--- config.mk ---
export PLATFORM = sky130hd
export DESIGN_NAME = cla_add_scheduler
export DESIGN_NICKNAME = d
export VERILOG_FILES = /design/src/rtl/cla_pkg.sv /design/src/rtl/carry_look_ahead.sv /design/src/rtl/cla_add_scheduler.sv
export SDC_FILE = /design/constraint.sdc
export NUM_CORES = 1
export LEC_CHECK = 0
export ABC_AREA = 1
export BUFFER_PORTS_ARGS = -buffer_cell sky130_fd_sc_hd__buf_2
export CORE_MARGIN = 2
export CORE_UTILIZATION = 30
export DETAILED_ROUTE_END_ITERATION = 10
export GPL_TIMING_DRIVEN = 0
export PLACE_DENSITY = 0.56
export SLEW_MARGIN = 5
export SYNTH_ARGS = -nofsm -noshare
export SYNTH_HDL_FRONTEND = slang
export SYNTH_HIERARCHICAL = 1
export SYNTH_SLANG_ARGS = --single-unit
--- constraint.sdc ---
create_clock -name clk -period 2.35 [get_ports clk]
set_clock_uncertainty 0.2 [all_clocks]
set_input_delay 0.1175 -clock clk [delete_from_list [all_inputs] [get_ports clk]]
set_output_delay 0.1175 -clock clk [all_outputs]
set_load 0.03 [all_outputs]
--- src/rtl/cla_pkg.sv ---
// cla_pkg: shared slice width, slice count and scheduler state encoding.
package cla_pkg;
    localparam int SLICE_W = 4;
    localparam int DATA_W_DEF = 16;
    localparam int SLICE_N = DATA_W_DEF / SLICE_W;
    typedef enum logic [1:0] {IDLE, CALC, RESP} state_t;
endpackage

--- src/rtl/carry_look_ahead.sv ---
// carry_look_ahead: 4-bit adder with fully expanded look-ahead carries.
module carry_look_ahead (
    input  logic [3:0] a,
    input  logic [3:0] b,
    input  logic       cin,
    output logic [3:0] s,
    output logic       cout
);
    logic [3:0] g, p;
    logic [4:0] c;
    assign g = a & b;
    assign p = a ^ b;
    assign c[0] = cin;
    assign c[1] = g[0] | (p[0] & cin);
    assign c[2] = g[1] | (p[1] & g[0]) | (p[1] & p[0] & cin);
    assign c[3] = g[2] | (p[2] & g[1]) | (p[2] & p[1] & g[0]) | (p[2] & p[1] & p[0] & cin);
    assign c[4] = g[3] | (p[3] & g[2]) | (p[3] & p[2] & g[1]) | (p[3] & p[2] & p[1] & g[0])
                | (p[3] & p[2] & p[1] & p[0] & cin);
    assign s = p ^ c[3:0];
    assign cout = c[4];
endmodule

--- src/rtl/cla_add_scheduler.sv ---
// cla_add_scheduler: two-requester round-robin front end sharing one 4-bit
// look-ahead slice to build a DATA_W add serially, LSB slice first.
module cla_add_scheduler #(
    parameter int DATA_W  = 16,
    parameter int SLICE_W = cla_pkg::SLICE_W
) (
    input  logic              clk,
    input  logic              rst,
    input  logic              req0_valid,
    output logic              req0_ready,
    input  logic [DATA_W-1:0] req0_a,
    input  logic [DATA_W-1:0] req0_b,
    input  logic              req0_cin,
    input  logic              req1_valid,
    output logic              req1_ready,
    input  logic [DATA_W-1:0] req1_a,
    input  logic [DATA_W-1:0] req1_b,
    input  logic              req1_cin,
    output logic              resp_valid,
    input  logic              resp_ready,
    output logic              resp_id,
    output logic [DATA_W-1:0] resp_sum,
    output logic              resp_cout
);
    localparam int N  = DATA_W / SLICE_W;
    localparam int IW = N > 1 ? $clog2(N) : 1;

    cla_pkg::state_t   state_q, state_d;
    logic [IW-1:0]     idx_q, idx_d;
    logic              carry_q, carry_d, last_q, last_d, id_q, id_d, cout_q, cout_d;
    logic [DATA_W-1:0] a_q, a_d, b_q, b_d, sum_q, sum_d;
    logic [SLICE_W-1:0] s_a, s_b, s_s;
    logic              s_co, idle;

    // last_q=1 means req1 was granted last, so req0 wins the next tie.
    assign idle       = (state_q == cla_pkg::IDLE) && !rst;
    assign req0_ready = idle && req0_valid && (!req1_valid || last_q);
    assign req1_ready = idle && req1_valid && (!req0_valid || !last_q);
    assign s_a = a_q[idx_q*SLICE_W +: SLICE_W];
    assign s_b = b_q[idx_q*SLICE_W +: SLICE_W];

    carry_look_ahead u_cla (
        .a    (s_a),
        .b    (s_b),
        .cin  (carry_q),
        .s    (s_s),
        .cout (s_co)
    );

    always_comb begin
        state_d = state_q;
        idx_d   = idx_q;
        carry_d = carry_q;
        last_d  = last_q;
        id_d    = id_q;
        cout_d  = cout_q;
        a_d     = a_q;
        b_d     = b_q;
        sum_d   = sum_q;
        if (req0_ready || req1_ready) begin
            id_d    = req1_ready;
            last_d  = req1_ready;
            a_d     = req1_ready ? req1_a : req0_a;
            b_d     = req1_ready ? req1_b : req0_b;
            carry_d = req1_ready ? req1_cin : req0_cin;
            idx_d   = '0;
            state_d = cla_pkg::CALC;
        end
        if (state_q == cla_pkg::CALC) begin
            sum_d[idx_q*SLICE_W +: SLICE_W] = s_s;
            carry_d = s_co;
            idx_d   = idx_q + 1'b1;
            if (idx_q == IW'(N - 1)) begin
                cout_d  = s_co;
                state_d = cla_pkg::RESP;
            end
        end
        if (state_q == cla_pkg::RESP && resp_ready)
            state_d = cla_pkg::IDLE;
    end

    always_ff @(posedge clk) begin
        if (rst) begin
            state_q <= cla_pkg::IDLE;
            idx_q   <= '0;
            carry_q <= 1'b0;
            last_q  <= 1'b1;
            id_q    <= 1'b0;
            cout_q  <= 1'b0;
            a_q     <= '0;
            b_q     <= '0;
            sum_q   <= '0;
        end else begin
            state_q <= state_d;
            idx_q   <= idx_d;
            carry_q <= carry_d;
            last_q  <= last_d;
            id_q    <= id_d;
            cout_q  <= cout_d;
            a_q     <= a_d;
            b_q     <= b_d;
            sum_q   <= sum_d;
        end
    end

    assign resp_valid = (state_q == cla_pkg::RESP);
    assign resp_id    = id_q;
    assign resp_sum   = sum_q;
    assign resp_cout  = cout_q;
endmodule

==> summary.md <==
| Metric | Value |
|---|---|
| VDD IR max | 247 µV |
| Seq/Total Area, Yosys | 35.1% |
| Post-synth top cells | 109 x nand2_1, 56 x dfxtp_1, 54 x a21oi_1 |
| R2R Setup Slk | 20 ps |
| Prevailing post-synth register cell | dfxtp_1 |
| Worst R2R Start | idx_q[0] |
| PD cells | 520 nW/µm² |
| Final setup fails | 0 |
| Clk root buf | clkbuf_8 |
| DP Worst Slack | -558 ps |
| FF-to-FF path depth | 13 |
| Required @ worst endpoint | 2320 ps |
| Max FO, Critical Path | 8 |
| Filler Cell Count | 1,079 |
| Vias per inst | 4.59 |
| Full die area | 11,500 µm² |
| Final WL | 9.34 mm |
| Synth Instances | 468 |
| Die width | 107 µm |
| N_diodes | 0 |
| Starting Density | 31.0% |
| Synth top area share | 35.1% |
| Pleak | 2.09 nW |
| Placed inst area | 3820 µm² |
| Outcome | complete, but fails checks |
| Final hold violation count | 3 |
| First-pass GRT wire length | 15.7 mm |
| GRT Max-Usage Layer | met2 |
| DRC viols | 0 |
| Ys Warns | 6 |
| Vias in the first global route | 3,474 |
| Max Buffers Root-to-Sink | 2 |
| Synth area leader | dfxtp_1 |
| Rows | 37 |
| CP endpoint kind | register |
| Met3 Use GR | 2.00% |
| Setup TNS | 0 ps |
| Reg-to-reg endpoint | resp_sum[11] |
| Clock Pin Slew Worst Setup and Hold Paths | 100 ps |
| Worst setup path end | resp_sum[11] |
| Worst path most repeated cell | nand2_1 |
| Worst Hold Launch | req0_a[15] |
| Post-synth EDFFs | 0 |
| Actual slew at the worst max-slew pin | 543 ps |
| Post-route ant nets | 0 |
| Final RePlAce weighted congestion | 0.822 |
| Clk sinks | 56 |
| Worst Path Arrival | 2300 ps |
| Core Util, Final | 44.7% |
| Final hold slack | -4.95 ps |
| Die height | 107 µm |
| Area of the multi-input gates | 1820 µm² |
| # IOs | 92 |
| Slew headroom | 63.8% |
| Core area | 10,300 µm² |
| Worst path max stage delay | 410 ps |
| Initial DRC count | 95 |
| CP Class | register to register |
| FF/Latch Area | 1130 µm² |
| Net count after synthesis | 550 |
| Largest net degree at the start of global routing | 17 |
| GRT Util Overall | 16.6% |
| Crit share post-route | 99.0% |
| IO Port Bufs | 90 |
| Most frequent cell after synthesis | nand2_1 |
| GRT overflow | 0 |
| Avg Inst Size Synth | 6.83 µm² |
| CTS buffer count | 5 |
| Setup ws final | 22.6 ps |
| Finished Cell Area | 4620 µm² |
| DP HPWL | 6.68 mm |
| Ranking of synthesized cells by area | dfxtp_1 35%, nand2_1 13%, a21oi_1 8.5% |
| Nets | 704 |
| Hold Path Class | input pin to register |
| Buf/Inv on CP | 3 |
| Initial antenna violation count | 0 |
| Critical Path Source Type | register |
| Synth async-reset ratio | 0% |
| Critical path depth in cells | 13 |
| Period minus WS final | 2330 ps |
| GRT met1 Usage | 21.5% |
| Synthesized flop and latch total | 56 |
| Crit. Startpoint | idx_q[0] |
| Area Overhead vs Synth | 44.4% |
| Fin. max-slew vios | 0 |
| Max Freq | 0.430 GHz |
| H-tree depth | 2 |
| Crit path max-delay cell type | dfxtp_4 |
| CP cell instances | inv_6 -> buf_12 -> o21ai_2 -> o22ai_2 -> ha_1 -> or2_0 -> nand2_1 -> nand2_1 -> nand2_1 -> nand2_2 -> buf_4 -> nand4_1 -> a21oi_1 |
| Share of layout cells above drive strength 1 | 26.3% |
| Clk_lat worst skew | 310 ps |
| Met2 GRT Util | 29.2% |
| Pre-Repair DR Iteration Count | 4 |
| Mapped Area | 3200 µm² |
| Max cap viols | 0 |
| Vias | 3,484 |
| Failing checks | negative hold slack |
| Post-synth cell types | 24 |
| RSZ-0062 raised after global routing | yes |
| TritonCTS clock tree | done |
| Avg WL per Cell | 12.3 µm |
| Top Family by Delay on Critical Path | simple AND/OR/NAND/NOR gates |
==> cells in the final DEF (no fill, tap or decap), types with 7 or more instances in the layout <==
cell,count
a21oi_1,51
clkbuf_1,9
o21ai_0,16
dfxtp_1,54
nor2_1,23
buf_4,25
ha_1,10
dlygate4sd3_1,45
inv_1,50
nand3_1,43
nand2_1,106
o21bai_1,32
o21ai_1,7
buf_2,91
==> layer usage <==
layer	up-vias	part of all wire, %
met5	-	0
met4	0	1.1
met3	8	3.6
met2	78	48
met1	1562	47
li1	1836	-
==> worst min-delay path, cell delays in order <==
cell and delay (ps):
buf_2 80, o21bai_1 100, nand3_1 70, a21oi_1 110
==> flip-flops by register name (all words and copies together), names as in the netlist <==
| signal | count |
|---|---|
| a_q | 16 |
| idx_q | 2 |
| resp_id | 1 |
| b_q | 16 |
| carry_q | 1 |
| resp_sum | 16 |
| resp_cout | 1 |
| last_q | 1 |
| state_q | 2 |
==> worst min path at each step <==
stage,to,slack [ps],cells past startpoint
after floorplan,state_q[1],100,3
after global placement,resp_sum[8],170,2
after detailed placement,resp_sum[9],180,2
after CTS,a_q[12],1,4
after global routing,a_q[7],3,4
final,a_q[15],-5,4
==> power by group <==
part / leakage [nW] / switching [mW] / internal, mW / total, mW
Combinational: 1.59 / 0.432 / 0.363 / 0.795
Clock: 0.0445 / 0.319 / 0.241 / 0.560
Sequential: 0.458 / 0.0403 / 1.01 / 1.05
==> repair_timing <==
item	4_1_cts	5_1_grt
gates resized for setup	24	49
hold buffers	45	0
setup endpoints to repair	18	25
buffers inserted	6	8
pin swaps	5	16
hold endpoints to repair	37	0
==> layout make-up <==
type / instances / share of cell area (%)
well taps: 136 / 3.68
clock inverters: 1 / 0.163
clock buffers: 7 / 1.87
flip-flops and latches: 56 / 24.4
repair buffers: 149 / 21.8
multi-input cells: 331 / 39.5
inverters: 54 / 4.77
plain buffers: 25 / 3.85
==> cells by family after synthesis <==
kind of cell | synth area share [%]
flip-flops | 35.1
AND/OR/NAND/NOR | 26.8
buffers and inverters | 10.7
AO/OA/AOI/OAI | 22.7
XOR/XNOR | 0.274
adder cells (fa/ha/maj) | 4.54
==> through the flow <==
step / std cells / total power [mW]
after detailed placement: 694 / 1.67
final: 759 / 2.40
after global routing: 759 / 2.55
after global placement: 694 / 1.66
after CTS: 753 / 2.35
after floorplan: 468 / 1.48
Power figures use the tool's default switching activity.
